[src/rtl/image_tx_streamer_pkg.sv]
// Shared types and constants for the transmit side of the image pipeline.
// Provides the pixel payload, the streamer state encoding and the
// frame/line marker bundle. Tx frame size is the rx frame with the
// processing border removed.
package image_tx_streamer_pkg;

    localparam int unsigned IMAGE_WIDTH   = 640;
    localparam int unsigned IMAGE_HEIGHT  = 480;
    localparam int unsigned CENTER_PIXEL  = 1;
    localparam int unsigned TX_WIDTH_DEF  = IMAGE_WIDTH - 2 * CENTER_PIXEL;
    localparam int unsigned TX_HEIGHT_DEF = IMAGE_HEIGHT - 2 * CENTER_PIXEL;
    localparam int unsigned COLOR_W       = 8;
    localparam int unsigned PIXEL_W       = 3 * COLOR_W;
    localparam int unsigned FRAME_CNT_W   = 16;

    typedef struct packed {
        logic [COLOR_W-1:0] red;
        logic [COLOR_W-1:0] green;
        logic [COLOR_W-1:0] blue;
    } pixel_t;

    typedef enum logic [1:0] {
        IDLE   = 2'd0,
        STREAM = 2'd1,
        DONE   = 2'd2
    } tx_state_t;

    typedef struct packed {
        logic sof;
        logic eol;
        logic eof;
    } tx_markers_t;

endpackage

[src/rtl/image_tx_streamer_fifo.sv]
// tx_pixel_fifo: small synchronous FIFO of pixel_t with flush.
// Ports: clk, rst_n (async, active low), flush (drop all entries),
// push/din (write), pop (read), full, empty, dout (head entry, show-ahead).
// Pointers carry one extra wrap bit so full and empty are distinguishable.
module tx_pixel_fifo
    import image_tx_streamer_pkg::*;
#(
    parameter int unsigned DEPTH = 4
) (
    input  logic   clk,
    input  logic   rst_n,
    input  logic   flush,
    input  logic   push,
    input  logic   pop,
    input  pixel_t din,
    output logic   full,
    output logic   empty,
    output pixel_t dout
);

    localparam int unsigned AW = $clog2(DEPTH);
    localparam int unsigned PW = AW + 1;

    logic [PW-1:0] wr_ptr;
    logic [PW-1:0] rd_ptr;
    pixel_t        mem [DEPTH];

    logic do_push;
    logic do_pop;

    assign do_push = push && !full && !flush;
    assign do_pop  = pop && !empty && !flush;

    // Pointer update; flush returns both pointers to the origin.
    always_ff @(posedge clk or negedge rst_n) begin
        if (!rst_n) begin
            wr_ptr <= '0;
            rd_ptr <= '0;
        end else if (flush) begin
            wr_ptr <= '0;
            rd_ptr <= '0;
        end else begin
            if (do_push) wr_ptr <= wr_ptr + PW'(1);
            if (do_pop)  rd_ptr <= rd_ptr + PW'(1);
        end
    end

    // Storage array, data only (no reset needed).
    always_ff @(posedge clk) begin
        if (do_push) mem[wr_ptr[AW-1:0]] <= din;
    end

    assign empty = (wr_ptr == rd_ptr);
    assign full  = (wr_ptr[AW-1:0] == rd_ptr[AW-1:0]) && (wr_ptr[AW] != rd_ptr[AW]);
    assign dout  = mem[rd_ptr[AW-1:0]];

endmodule

[src/rtl/image_tx_streamer.sv]
// image_tx_streamer: buffers result pixels and streams them out as a
// raster-ordered tx frame with SOF/EOL/EOF markers.
// Ports: clk, rstN (async active low); start/abort frame control;
// inValid/inReady/inPixel result input; txValid/txReady/txPixel and
// txSof/txEol/txEof output stream; busy, frameDone pulse, frameCount.
module image_tx_streamer
    import image_tx_streamer_pkg::*;
#(
    parameter int unsigned TX_WIDTH   = TX_WIDTH_DEF,
    parameter int unsigned TX_HEIGHT  = TX_HEIGHT_DEF,
    parameter int unsigned FIFO_DEPTH = 4
) (
    input  logic                   clk,
    input  logic                   rstN,
    input  logic                   start,
    input  logic                   abort,
    input  logic                   inValid,
    output logic                   inReady,
    input  logic [PIXEL_W-1:0]     inPixel,
    output logic                   txValid,
    input  logic                   txReady,
    output logic [PIXEL_W-1:0]     txPixel,
    output logic                   txSof,
    output logic                   txEol,
    output logic                   txEof,
    output logic                   busy,
    output logic                   frameDone,
    output logic [FRAME_CNT_W-1:0] frameCount
);

    localparam int unsigned COL_W = $clog2(TX_WIDTH);
    localparam int unsigned ROW_W = $clog2(TX_HEIGHT);
    localparam int unsigned CNT_W = $clog2(TX_WIDTH * TX_HEIGHT + 1);

    localparam logic [COL_W-1:0] COL_LAST  = COL_W'(TX_WIDTH - 1);
    localparam logic [ROW_W-1:0] ROW_LAST  = ROW_W'(TX_HEIGHT - 1);
    localparam logic [CNT_W-1:0] PIX_TOTAL = CNT_W'(TX_WIDTH * TX_HEIGHT);

    tx_state_t        state;
    tx_state_t        state_next;
    logic             frame_clear;
    logic [COL_W-1:0] col;
    logic [ROW_W-1:0] row;
    logic [CNT_W-1:0] in_count;
    logic [FRAME_CNT_W-1:0] frame_count;
    logic             fifo_full;
    logic             fifo_empty;
    pixel_t           fifo_dout;
    pixel_t           in_pix;
    tx_markers_t      markers;
    logic             in_fire;
    logic             tx_fire;

    assign in_pix = inPixel;

    tx_pixel_fifo #(
        .DEPTH (FIFO_DEPTH)
    ) u_fifo (
        .clk   (clk),
        .rst_n (rstN),
        .flush (frame_clear),
        .push  (in_fire),
        .pop   (tx_fire),
        .din   (in_pix),
        .full  (fifo_full),
        .empty (fifo_empty),
        .dout  (fifo_dout)
    );

    // Input side closes once the whole frame has been accepted.
    assign inReady = (state == STREAM) && !fifo_full && (in_count != PIX_TOTAL);
    assign txValid = (state == STREAM) && !fifo_empty;
    assign txPixel = txValid ? fifo_dout : '0;
    assign in_fire = inValid && inReady;
    assign tx_fire = txValid && txReady;

    // Markers describe the FIFO head and are masked when nothing is presented.
    always_comb begin
        markers = '0;
        if (txValid) begin
            markers.sof = (col == '0) && (row == '0);
            markers.eol = (col == COL_LAST);
            markers.eof = (col == COL_LAST) && (row == ROW_LAST);
        end
    end

    assign txSof      = markers.sof;
    assign txEol      = markers.eol;
    assign txEof      = markers.eof;
    assign frameCount = frame_count;

    // State register.
    always_ff @(posedge clk or negedge rstN) begin
        if (!rstN) state <= IDLE;
        else       state <= state_next;
    end

    // Next state, frame clear (start or abort) and state-decoded outputs.
    always_comb begin
        state_next  = state;
        frame_clear = 1'b0;
        busy        = 1'b0;
        frameDone   = 1'b0;
        case (state)
            IDLE: begin
                if (start && !abort) begin
                    state_next  = STREAM;
                    frame_clear = 1'b1;
                end
            end
            STREAM: begin
                busy = 1'b1;
                if (abort) begin
                    state_next  = IDLE;
                    frame_clear = 1'b1;
                end else if (tx_fire && markers.eof) begin
                    state_next = DONE;
                end
            end
            DONE: begin
                frameDone  = 1'b1;
                state_next = IDLE;
                if (abort) frame_clear = 1'b1;
            end
            default: state_next = IDLE;
        endcase
    end

    // Raster position of the FIFO head and accepted-pixel count.
    always_ff @(posedge clk or negedge rstN) begin
        if (!rstN) begin
            col      <= '0;
            row      <= '0;
            in_count <= '0;
        end else if (frame_clear) begin
            col      <= '0;
            row      <= '0;
            in_count <= '0;
        end else begin
            if (in_fire) in_count <= in_count + CNT_W'(1);
            if (tx_fire) begin
                if (col == COL_LAST) begin
                    col <= '0;
                    row <= (row == ROW_LAST) ? '0 : row + ROW_W'(1);
                end else begin
                    col <= col + COL_W'(1);
                end
            end
        end
    end

    // Completed-frame counter; an abort during DONE does not count the frame.
    always_ff @(posedge clk or negedge rstN) begin
        if (!rstN) begin
            frame_count <= '0;
        end else if ((state == DONE) && !abort) begin
            frame_count <= frame_count + FRAME_CNT_W'(1);
        end
    end

endmodule

[config.mk]
export PLATFORM = sky130hd
export DESIGN_NAME = image_tx_streamer
export DESIGN_NICKNAME = d
export VERILOG_FILES = /design/src/rtl/image_tx_streamer_pkg.sv /design/src/rtl/image_tx_streamer_fifo.sv /design/src/rtl/image_tx_streamer.sv
export SDC_FILE = /design/constraint.sdc
export NUM_CORES = 1
export LEC_CHECK = 0
export CORE_MARGIN = 5
export CORE_UTILIZATION = 51
export DETAILED_ROUTE_END_ITERATION = 8
export PLACE_DENSITY = 0.77
export SLEW_MARGIN = 20
export SYNTH_ARGS = -nofsm -noshare
export SYNTH_HDL_FRONTEND = slang
export SYNTH_SLANG_ARGS = --single-unit
export TNS_END_PERCENT = 1
[constraint.sdc]
create_clock -name clk -period 3.5 [get_ports clk]
set_input_delay 0.35 -clock clk [delete_from_list [all_inputs] [get_ports clk]]
set_output_delay 0.35 -clock clk [all_outputs]
set_load 0.01 [all_outputs]
==> results of run 1 <==
## cells by family (layout without fill, tap and decap cells)
kind of cell | Yosys count | in the layout
AOI/OAI and AO/OA | 49 | 49
xor gates and xnor gates | 43 | 43
adders and majority gates | 19 | 19
buffers and inverters | 34 | 136
DFF | 158 | 158
muxes | 26 | 26
and+or+nand+nor | 197 | 197
## cell type report
type / count / area [µm²]
fill: 1037 / 5102
sequential: 158 / 4436
multi-input combinational: 334 / 2604
timing repair buffer: 88 / 850.8
clock buffer: 17 / 425.4
tap: 180 / 225.2
clock inverter: 15 / 123.9
inverter: 16 / 60.06
## routing by layer
metal / up-vias / global-route usage (%) / part of all wire [%]
met1: 2286 / 23.12 / 41
met4: 0 / 6.238 / 1.5
met3: 22 / 5.189 / 7.2
met2: 170 / 30.52 / 50
met5: - / 0 / 0
li1: 2138 / - / -
## registers in the layout, summed over array words and instances (netlist names)
signal         flops
col               10
frameCount        16
in_count          19
row                9
state              2
u_fifo.mem        96
u_fifo.rd_ptr      3
u_fifo.wr_ptr      3
## worst min path at each step
stage | endpoint | startpoint
after floorplan | col[0] | rstN
after global placement | frameCount[15] | frameCount[15]
after detailed placement | frameCount[15] | frameCount[15]
after CTS | row[4] | rstN
after global routing | frameCount[15] | frameCount[15]
final | row[4] | rstN
## synth_stat cells (2+ instances only)
| cell | n |
|---|---|
| sky130_fd_sc_hd__or3b_2 | 2 |
| sky130_fd_sc_hd__nor2_1 | 37 |
| sky130_fd_sc_hd__edfxtp_1 | 96 |
| sky130_fd_sc_hd__dfrtp_1 | 62 |
| sky130_fd_sc_hd__xor2_1 | 20 |
| sky130_fd_sc_hd__o2111ai_1 | 4 |
| sky130_fd_sc_hd__o211ai_1 | 2 |
| sky130_fd_sc_hd__ha_1 | 19 |
| sky130_fd_sc_hd__a21oi_1 | 21 |
| sky130_fd_sc_hd__nand4b_1 | 2 |
| sky130_fd_sc_hd__mux2_2 | 2 |
| sky130_fd_sc_hd__or3_1 | 6 |
| sky130_fd_sc_hd__or4_1 | 4 |
| sky130_fd_sc_hd__and2_1 | 30 |
| sky130_fd_sc_hd__nor4bb_1 | 2 |
| sky130_fd_sc_hd__nand2b_1 | 2 |
| sky130_fd_sc_hd__nand2_1 | 30 |
| sky130_fd_sc_hd__mux4_2 | 24 |
| sky130_fd_sc_hd__nand3_1 | 19 |
| sky130_fd_sc_hd__nor4b_1 | 4 |
| sky130_fd_sc_hd__o21ai_0 | 15 |
| sky130_fd_sc_hd__and4_1 | 6 |
| sky130_fd_sc_hd__inv_1 | 15 |
| sky130_fd_sc_hd__nand3b_1 | 3 |
| sky130_fd_sc_hd__or3_2 | 2 |
| sky130_fd_sc_hd__nor3_1 | 6 |
| sky130_fd_sc_hd__xnor2_1 | 23 |
| sky130_fd_sc_hd__buf_2 | 5 |
| sky130_fd_sc_hd__a31oi_1 | 2 |
| sky130_fd_sc_hd__nor4_1 | 3 |
| sky130_fd_sc_hd__nor2b_1 | 4 |
| sky130_fd_sc_hd__and3_1 | 10 |
| sky130_fd_sc_hd__nor3b_1 | 2 |
| sky130_fd_sc_hd__buf_1 | 2 |
| sky130_fd_sc_hd__clkbuf_1 | 9 |
| sky130_fd_sc_hd__nand4_1 | 18 |
## what timing repair did
item,CTS,global route
hold buffers,0,1
setup endpoints to repair,0,0
buffers inserted,0,0
endpoints found under the hold margin,0,43
## worst max-delay path: stages (launching register included)
cell and delay, ns:
sky130_fd_sc_hd__dfrtp_1 0.47, sky130_fd_sc_hd__xor2_1 0.20, sky130_fd_sc_hd__o31ai_1 0.68, sky130_fd_sc_hd__inv_2 0.41, sky130_fd_sc_hd__and2_1 0.28, sky130_fd_sc_hd__clkdlybuf4s50_1 0.48
## through the flow
step	utilization [%]	std cells	setup WS [ns]	hold slack (ns)
3_5_place_dp	59.04	775	0.6491	0.4659
6_report	63.10	808	0.2068	0.4482
3_3_place_gp	59.04	775	0.6788	0.4618
2_1_floorplan	-	526	0.6899	0.05441
5_1_grt	63.10	808	0.05865	0.4994
4_1_cts	63.01	807	0.1667	0.1242
## report_power, final
group / leakage [nW] / switching (mW) / total [mW] / internal [mW]
Combinational: 1.24 / 0.746 / 1.41 / 0.663
Sequential: 1.72 / 0.0797 / 2.22 / 2.14
Clock: 0.273 / 0.783 / 1.71 / 0.929
==> metrics list, run 1 <==
* Run status: finished, final reports clean
* Final Wtd Congestion: 0.7866
* Clk_skew: 0.009104 ns
- Counting every net in the synthesized netlist gives between 500 and 600.
- Global routing finished with a remaining overflow of 0.
* Vert. Die Dim: around 130 µm
* Wire length of the first global-routing pass: 23660 µm
- Post-synthesis sequential area ratio: 61.86%
* Ratio of final minimum period to clock period: between 90 and 100%
- Layout cells sized above 1: 13.38%
- Worst min path class: in2async
- Insertion delay of the later-clocked pin in the worst-skew pair: 0.43 ns
- Crit-path max FO: 28
* Fraction of the mapped netlist area in simple logic gates: 15.47%
- In the synthesized netlist, mux cells make up between 7 and 8% of the area.
- Share of synthesized registers carrying an async set or reset: 39.24%
- Dividing the detail-routed via count by the number of cells gives 5.713.
* Required arrival time at the worst endpoint: 3.15 ns
- For this design the static power due to leakage is 3.229 nW.
- Terminus of the critical flop-to-flop path: row[2]
- The repair_antennas step left the layout with diodes totalling 0.
* Std-Cell Rows: 43
* Adder-cell area share of the yosys netlist: 3.316%
- Total power for the finished layout comes to roughly 5.3 mW.
- Compound-cell area share of the yosys netlist: 4.224%
- In the post-synthesis netlist, the biggest area contributors are sky130_fd_sc_hd__edfxtp_1 40%, sky130_fd_sc_hd__dfrtp_1 22%, sky130_fd_sc_hd__mux4_2 7.5%.
- The core region is ~0.014 mm².
- Clock-pin slew was measured on the worst setup and hold paths at 0.06 ns.
- The number of clock buffers added by TritonCTS is 17.
* Pin count of the biggest net entering global routing: 45
* Crit path launch: u_fifo.wr_ptr[1]
* Final hold violation count: 0
- First DRT Iteration DRCs: 401
- The first detailed-routing pass took 5 iterations.
- Cell taking the most area after synthesis: sky130_fd_sc_hd__edfxtp_1
- Setup violations remaining at the end of the flow were counted as 0.
- Type of the worst setup path: reg2out
- Data arrives at the worst endpoint at 2.94 ns.
- Buffer cell driving the clock tree root: sky130_fd_sc_hd__clkbuf_16
- After Yosys synthesis, XOR and XNOR cells account for roughly 5.3% of the synthesized area.
- After synthesis the cells add up to 0.007168 mm².
- In the final design database the tool counted 664 nets.
- Global routing consumed, over all layers together, between 10% and 20% of the routing resources.
- Final setup TNS: 0 ns
- TritonCTS clock tree: done
* Max cap viols: 0
- Power per cell area: 612.5 mW/mm²
- Area post-placement: 0.008163 mm²
* Post-detailed-route DRC marker count: 0
- CTS H-Tree Depth: 4
- Max-slew violations: 0
* # resized after CTS: 0
- Port Buf Inserts: 76
- Based on the critical path, the design can be clocked at up to 303.7 MHz.
* Total detailed-routing wirelength: ~14000 µm
- For this configuration, the core starts out at a cell density of between 50 and 60%.
* Transition time at the pin with the least slew margin: 0.7732 ns
* Die Outline Area: 0.01653 mm²
- No sink is reached through more buffers than the 2 on the longest clock path.
- Each instance of the synthesized netlist takes up on average 13.63 µm².
- The via count of the first global-routing pass is 4723.
* R2R depth: 7
* Library cells used by synthesis: 49
* Final critical delay including setup and external delays: approximately 3.3 ns
- Across the VDD grid, the largest voltage drop is 0.4035 mV.
- Setup repair after global routing left no endpoint under its margin.
* Top-level I/O count: 77
* Horizontal die dimension: around 130 µm
- Cell count after synthesis: between 500 and 600
- Worst R2R Start: state[1]
- Count of flip-flops with a built-in enable after synthesis: 96
* Area delta synth->final: 21.71%
- For this design, the sink count on the clock tree is between 150 and 200.
- In this run the tightest slew margin relative to its limit is 48.01%.
- In this run the worst setup path terminates at txPixel[7].
* Warning count from the yosys run: 0
- The worst setup path is launched from a flop.
* Commonest cells after routing, fill and taps aside: 96 x sky130_fd_sc_hd__edfxtp_1, 75 x sky130_fd_sc_hd__clkdlybuf4s50_1, 61 x sky130_fd_sc_hd__dfrtp_1
- In this run the register-to-register setup slack is about 0.78 ns.
* Primary FF master, synth: sky130_fd_sc_hd__edfxtp_1
- Initial antenna violation count: 0
- Leaving out fill and tap cells, the most frequent cell in the layout is sky130_fd_sc_hd__edfxtp_1.
- After synthesis, the largest family of logic cells by area is simple AND/OR/NAND/NOR gates.
- Final ANT Viol Nets: 0
* Final non-filler cell area: 0.008725 mm²
* Yosys top cell area share: between 40% and 50%
- STA classifies the critical path endpoint as a primary output.
- Via Count: 4616
- Once detailed placement completed, the half-perimeter wirelength came to just over 9000 µm.
- Routed wire per std cell: 17.62 µm
- Number of storage elements in the synthesis netlist: roughly 160
Power figures use the tool's default switching activity.
==> run 2, diff against run 1 <==
--- a/config.mk
+++ b/config.mk
@@ -5,6 +5,7 @@
 export SDC_FILE = /design/constraint.sdc
 export NUM_CORES = 1
 export LEC_CHECK = 0
+export CORE_ASPECT_RATIO = 2
 export CORE_MARGIN = 5
 export CORE_UTILIZATION = 51
 export DETAILED_ROUTE_END_ITERATION = 8
@@ -12,5 +13,6 @@
 export SLEW_MARGIN = 20
 export SYNTH_ARGS = -nofsm -noshare
 export SYNTH_HDL_FRONTEND = slang
+export SYNTH_HIERARCHICAL = 1
 export SYNTH_SLANG_ARGS = --single-unit
 export TNS_END_PERCENT = 1
==> metrics list, run 2 <==
* Via count of the first global-routing pass: 5265 (+11%)
- Setup repair after global routing left no endpoint under its margin.
- The clock tree skew after final layout was 0.01370 ns (+0.004592 ns).
* Routed wire per std cell: 18.37 µm (+4.3%)
- Number of storage elements in the synthesis netlist: 158 (unchanged)
- The longest individual stage delay on the worst path is 0.54 ns (-0.14 ns).
- The netlist area before placement came to 0.007320 mm² (+2.1%).
- Sorting the synthesized cells by how often they occur yields 96 x sky130_fd_sc_hd__edfxtp_1, 62 x sky130_fd_sc_hd__dfrtp_1, 34 x sky130_fd_sc_hd__nand3_1, 34 x sky130_fd_sc_hd__nor2_1, 32 x sky130_fd_sc_hd__nand2_1.
* Max-slew violations: 0 (unchanged)
- The final cell count without fillers was 836 (+3.5%).
* Effective utilization at floorplan: 51.28% (-0.56 points)
* Leading cell type by number of instances after synthesis: sky130_fd_sc_hd__edfxtp_1
* Final non-filler cell area: 0.008910 mm² (+2.1%)
- The area of the core region came to 0.01427 mm² (+3.2%).
* Hold Worst Slack: 0.4538 ns (+0.005577 ns)
- The slowest stage of the critical path is the sky130_fd_sc_hd__clkdlybuf4s50_1 cell.
* Post-detailed-route DRC marker count: 0 (unchanged)
- The final antenna diode count was 0 (unchanged).
- Area post-placement: 0.008302 mm² (+1.7%)
* Setup violators final: 0 (unchanged)
- CP delay by family, top: buffers and inverters
- Type of the worst setup path: reg2out
- The all-layer global routing usage is 19.67% (+1.4 points).
- sky130_fd_sc_hd__edfxtp_1 takes more of the synthesized area than any other cell.
- Mean post-synth cell area: 13.50 µm² (-0.90%)
- Warning count from the yosys run: 6 (+6)
- Max cap viols: 0 (unchanged)
- The die height is 179.4 µm (+40%).
- Clk buf depth: 2 (unchanged)
- In the synthesized netlist the dominant register cell turns out to be sky130_fd_sc_hd__edfxtp_1.
- Std-Cell Rows: 62 (+44%)
- CTS H-Tree Depth: 4 (unchanged)
* Pin count of the biggest net entering global routing: 45 (unchanged)
* Worst min path class: in2async
- The first-pass GRT wire length came to 26020 µm (+10%).
* Horizontal die dimension: 94.71 µm (-26%)
- Post-placement cell count: 803 (+3.6%)
* Share of synthesized registers carrying an async set or reset: 39.24% (unchanged)
- Power per cell area: 618.9 mW/mm² (+1.1%)
- The static leakage was 3.345 nW (+3.6%).
- The count of antenna-violating nets left after detailed routing is 0 (unchanged).
* # resized after CTS: 0 (unchanged)
- CP endpoint kind: primary output
- The number of antenna violations at the first check in global routing came to 0 (unchanged).
* Post-synthesis sequential area ratio: 60.58% (-1.3 points)
* Number of clock buffers inserted by TritonCTS: 17 (unchanged)
- Final setup TNS: 0 ns (unchanged)
* Final Wtd Congestion: 0.7921 (+0.70%)
- Leaving out fill and tap cells, the most frequent cells in the layout are 96 x sky130_fd_sc_hd__edfxtp_1, 75 x sky130_fd_sc_hd__clkdlybuf4s50_1, 61 x sky130_fd_sc_hd__dfrtp_1.
- The number of flops mapped to enable cells by yosys came to 96 (unchanged).
* Final design utilization: 62.42% (-0.68 points)
* Via/cell ratio: 5.707 (-0.10%)
- Crit-path max FO: 19 (-32%)
- Buffering stage count on the worst path with inverters included: 2 (unchanged)
- Cell count after synthesis: 542 (+3.0%)
- Data arrival at the endpoint of the critical path: 2.78 ns (-0.16 ns)
* Yosys top cell area share: 39.38% (-0.83 points)
- The worst setup path is launched from a flop.
* Global-route congestion overflow total: 0 (unchanged)
- First DRT Iteration DRCs: 234 (-42%)
- The root buffer cell chosen for the clock tree is sky130_fd_sc_hd__clkbuf_16.
- Slew margin rel.: 58.73% (+11 points)
- The worst-case vdd ir drop is 0.4915 mV (+22%).
* Die Outline Area: 0.01699 mm² (+2.8%)
* Most common cell after layout, fill and taps aside: sky130_fd_sc_hd__edfxtp_1
* Area delta synth->final: 21.73% (about the same)
- In the post-synthesis netlist, the biggest area contributors are sky130_fd_sc_hd__edfxtp_1 39%, sky130_fd_sc_hd__dfrtp_1 21%, sky130_fd_sc_hd__mux4_2 6.5%.
* Post-synthesis net count: 590 (+2.6%)
* Layout cells sized above 1: 13.20% (-0.18 points)
- The critical path goes through xor2_1 -> nor2_1 -> nor2b_2 -> buf_4 -> and2_1 -> clkdlybuf4s50_1.
- The number of buffers inserted by port buffering came to 76 (unchanged).
* HPWL reported at the end of detailed placement: 10730 µm (+15%)
* Number of nets in the final layout: 679 (+2.3%)
* TritonCTS clock tree: done
- Ratio of final minimum period to clock period: 89.48% (-4.6 points)
* Top-level I/O count: 77 (unchanged)
* Transition time at the pin with the least slew margin: 0.6134 ns (-0.1598 ns)
- The final critical-path required period is 3.132 ns (-0.1614 ns).
* Largest register FFs: 96 (unchanged)
- The clock transition at the registers of the reported paths is 0.07 ns (about the same).
* Library cells used by synthesis: 61 (+24%)
- Final hold violation count: 0 (unchanged)
* Run status: finished, final reports clean
* Required arrival time at the worst endpoint: 3.15 ns (about the same)
- The total number of clock tree sinks was 158 (unchanged).
- The achievable frequency was 319.3 MHz (+5.2%).
* Total detailed-routing wirelength: 15360 µm (+7.9%)
* First-pass DRT Iterations: 6 (+1)
* Insertion delay of the later-clocked pin in the worst-skew pair: 0.43 ns (about the same)
- Via Count: 4771 (+3.4%)
## run 2: logic make-up after synthesis
group                      share of synthesized area (%)
AOI/OAI and AO/OA                                  5.129
DFF                                                60.58
and+or+nand+nor                                    16.03
buffers and inverters                              2.256
xor gates and xnor gates                           5.231
muxes                                              7.692
adders and majority gates                          3.077
## run 2: per-layer routing
metal  wire length [µm]  vias to the layer above  part of all wire [%]  track usage (%)
met4                316                        0                   2.1            7.981
li1                   -                     2200                     -                -
met5                  0                        -                     0                0
met3                685                       28                   4.5            3.975
met2               8722                      162                    57            35.61
met1               5635                     2381                    37            21.89
## run 2: area by class of cell
cell class	instances	area, µm²
clock inverter	15	170.2
sequential	158	4436
clock buffer	17	425.4
fill	1108	5364
inverter	19	72.57
tap	192	240.2
timing repair buffer	87	843.3
multi-input combinational	348	2723
## run 2: final timing paths
kind,startpoint,endpoint,slack (ns),cells past startpoint
setup / recovery,u_fifo/rd_ptr[2],txPixel[20],0.37,6
min in group clk,frameCount[15],frameCount[15],0.48,1
hold / removal,rstN,frameCount[2],0.45,2
setup reg to reg,u_fifo/rd_ptr[2],u_fifo/mem[1][8],0.55,9
max in group asynchronous,rstN,in_count[1],2.32,3
hold reg to reg,frameCount[15],frameCount[15],0.48,1
## run 2: report_power, final
part           switching, mW  internal, mW  leakage (nW)
Combinational          0.818         0.708          1.34
Clock                  0.846         0.958         0.281
Sequential            0.0745          2.11          1.72
## run 2: timing repair
| action | in CTS | in global routing |
|---|---|---|
| setup buffers | 0 | 0 |
| hold endpoints to repair | 0 | 43 |
| hold buffers | 0 | 1 |
## run 2: metrics by stage
step,worst slack (ns),total power [mW]
global placement,0.7679,3.711
global route,0.1283,5.804
detailed placement,0.6043,3.756
floorplan,0.6705,3.150
CTS,0.3560,5.575
finish,0.3682,5.514
## run 2: worst reg2reg max path, cell delays in order, from the launching register on
cell                       delay (ns)
sky130_fd_sc_hd__dfrtp_1         0.45
sky130_fd_sc_hd__xor2_1          0.25
sky130_fd_sc_hd__nand3_1         0.22
sky130_fd_sc_hd__inv_1           0.09
sky130_fd_sc_hd__nand3b_1        0.28
sky130_fd_sc_hd__o21bai_2        0.33
sky130_fd_sc_hd__inv_1           0.19
sky130_fd_sc_hd__nor2b_1         0.26
sky130_fd_sc_hd__and3_1          0.19
sky130_fd_sc_hd__buf_4           0.35
==> run 3, diff against run 2 <==
--- a/config.mk
+++ b/config.mk
@@ -9,7 +9,8 @@
 export CORE_MARGIN = 5
 export CORE_UTILIZATION = 51
 export DETAILED_ROUTE_END_ITERATION = 8
-export PLACE_DENSITY = 0.77
+export PLACE_DENSITY = 0.87
+export RECOVER_POWER = 25
 export SLEW_MARGIN = 20
 export SYNTH_ARGS = -nofsm -noshare
 export SYNTH_HDL_FRONTEND = slang
==> metrics list, run 3 (synthesized netlist as in run 2, its figures left out) <==
- Run status: finished, violations left
- The final reports fail on capacitance limit, slew limit.
* Pin count of the biggest net entering global routing: 45 (unchanged)
- Final design utilization: 62.39% (about the same)
* Wire length of the first global-routing pass: 26390 µm (+1.4%)
- The count of hold-fix buffers inserted at cts was 0 (unchanged).
- First-pass DRT Iterations: 5 (-1)
- The area of the core region was 0.01427 mm² (unchanged).
* Overall fraction of global-route tracks in use: 20.14% (+0.47 points)
* RSZ-0062 raised after global routing: no
* Largest register FFs: 96 (unchanged)
- Area delta synth->final: 21.66% (about the same)
- The share of post-route cells with drive strength above 1 was 12.77% (-0.43 points).
- The critical path is of the reg2out type.
- Highest Clock Rate: 301.4 MHz (-5.6%)
* Number of diodes added for antenna fixing: 0 (unchanged)
- Die Outline Area: 0.01699 mm² (unchanged)
- Ratio of final minimum period to clock period: 94.79% (+5.3 points)
* Power per cell area: 630.8 mW/mm² (+1.9%)
* Max cap viols: 1 (+1)
- The routed length per placed instance was 19.37 µm (+5.4%).
- Setup violators final: 0 (unchanged)
- The worst-case vdd ir drop is 0.6201 mV (+26%).
* CTS H-Tree Depth: 4 (unchanged)
- Std-Cell Rows: 62 (unchanged)
* Top-level I/O count: 77 (unchanged)
- Broken down by cell family, the worst path's largest delay share belongs to simple AND/OR/NAND/NOR gates.
- The tree is rooted in a sky130_fd_sc_hd__clkbuf_16.
- The critical path buffer and inverter count was 2 (unchanged).
* Post-placement cell count: 802 (-0.12%)
- The top cell types in the final layout, fill and taps aside, are 96 x sky130_fd_sc_hd__edfxtp_1, 61 x sky130_fd_sc_hd__dfrtp_1, 55 x sky130_fd_sc_hd__clkdlybuf4s50_1.
- The data arrival time of the worst path is 2.97 ns (+0.19 ns).
* Global-route congestion overflow total: 0 (unchanged)
- HPWL reported at the end of detailed placement: 10690 µm (-0.37%)
- The worst hold path belongs to the class in2async.
- Largest stage delay on the critical path: 0.56 ns (+0.02 ns)
- The die height was 179.4 µm (unchanged).
- Final Wtd Congestion: 0.8192 (+3.4%)
- STA classifies the critical path startpoint as a flop.
- Initial antenna violation count: 0 (unchanged)
* Number of nets in the final layout: 677 (-0.29%)
- The violation count after the first detailed-route iteration is 600 (+160%).
* Final critical delay including setup and external delays: 3.317 ns (+0.1857 ns)
* Post-layout instance count excluding filler cells: 834 (-0.24%)
- The via count of the first global-routing pass came to 5164 (-1.9%).
* Post-CTS setup buffers: 0 (unchanged)
* Crit-path max FO: 14 (-5)
* Number of clock buffers inserted by TritonCTS: 17 (unchanged)
- The final number of max-transition violations came to 36 (+36).
- Via/cell ratio: 5.847 (+2.4%)
- The total number of clock tree sinks came to 158 (unchanged).
- The number of buffers inserted by port buffering came to 76 (unchanged).
- Transition time at the pin with the least slew margin: 1.941 ns (+1.327 ns)
- Slew margin rel.: -29.39% (-88 points)
- The detailed-route via count was 4876 (+2.2%).
- TritonCTS clock tree: done
* Most common cell after layout, fill and taps aside: sky130_fd_sc_hd__edfxtp_1
- The total count of hold-check failures in the final report came to 0 (unchanged).
* Insertion delay of the later-clocked pin in the worst-skew pair: 0.43 ns (about the same)
* Horizontal die dimension: 94.71 µm (unchanged)
- Clk_skew: 0.01557 ns (+0.001876 ns)
- The effective utilization at floorplan is 51.28% (unchanged).
- The count of instances resized after the clock tree is built was 0 (unchanged).
* Post-detailed-route DRC marker count: 0 (unchanged)
- STA classifies the critical path endpoint as a primary output.
- The overall power is 5.618 mW (+1.9%).
- Final setup TNS: 0 ns (unchanged)
* Final ANT Viol Nets: 0 (unchanged)
- The clock transition at the registers of the reported paths was 0.07 ns (about the same).
- Clk buf depth: 2 (unchanged)
* Total detailed-routing wirelength: 16150 µm (+5.1%)
* Slowest CP cell: sky130_fd_sc_hd__clkdlybuf4s50_1
- The signal on the critical path passes through xnor2_1 -> nand2_1 -> nor2_1 -> nor2b_2 -> buf_4 -> and2_1 -> clkdlybuf4s50_1.
- The critical path required time is 3.15 ns (about the same).
- The static leakage came to 3.348 nW (about the same).
[run 3: path summary, 6_finish.rpt]
kind / start / end / slack, ns / cells after the start
worst max-delay path: u_fifo/wr_ptr[1] / txPixel[17] / 0.18 / 7
worst min-delay path: rstN / col[0] / 0.46 / 1
worst max register to register: u_fifo/wr_ptr[1] / u_fifo/mem[0][3] / 0.34 / 9
worst min register to register: frameCount[4] / frameCount[4] / 0.48 / 1
max in group asynchronous: rstN / in_count[2] / 1.75 / 2
min in group clk: frameCount[4] / frameCount[4] / 0.48 / 1
[run 3: metrics by stage]
stage	worst slack, ns	hold WS (ns)	instance area (µm²)
final	0.1825	0.4624	8905
after global routing	0.03383	0.5268	8905
after floorplan	0.6705	0.05441	7320
after detailed placement	0.4919	0.4843	8307
after global placement	0.6687	0.4581	8307
after CTS	0.2096	0.02329	8906
[run 3: worst register-to-register path: stages, from the launching register on]
cell,delay (ns)
sky130_fd_sc_hd__dfrtp_1,0.51
sky130_fd_sc_hd__xnor2_1,0.26
sky130_fd_sc_hd__nand3_1,0.24
sky130_fd_sc_hd__inv_1,0.08
sky130_fd_sc_hd__nand3b_1,0.27
sky130_fd_sc_hd__o21bai_2,0.32
sky130_fd_sc_hd__inv_1,0.22
sky130_fd_sc_hd__nor2b_1,0.27
sky130_fd_sc_hd__and3_1,0.46
sky130_fd_sc_hd__buf_12,0.22
[run 3: routing by layer]
metal  vias up  routed length [µm]  track usage [%]  part of all wire (%)
met5         -                   0                0                     0
met4         0                 416            7.808                   2.6
met3        43                 865            4.895                   5.4
met2       193                8950            35.89                    55
met1      2444                5919            22.60                    37
li1       2196                   -                -                     -
[run 3: cell type report]
class | instances | area, µm²
clock buffer | 18 | 429.2
clock inverter | 14 | 170.2
fill | 1025 | 5369
inverter | 19 | 72.57
multi-input combinational | 348 | 2723
sequential | 158 | 4436
tap | 192 | 240.2
timing repair buffer | 85 | 834.6
[run 3: where the power goes]
| part | switching [mW] | total, mW | internal (mW) |
|---|---|---|---|
| clock | 0.808 | 1.89 | 1.08 |
| combinational | 0.826 | 1.53 | 0.701 |
| sequential | 0.0910 | 2.20 | 2.11 |
| total | 1.73 | 5.62 | 3.89 |
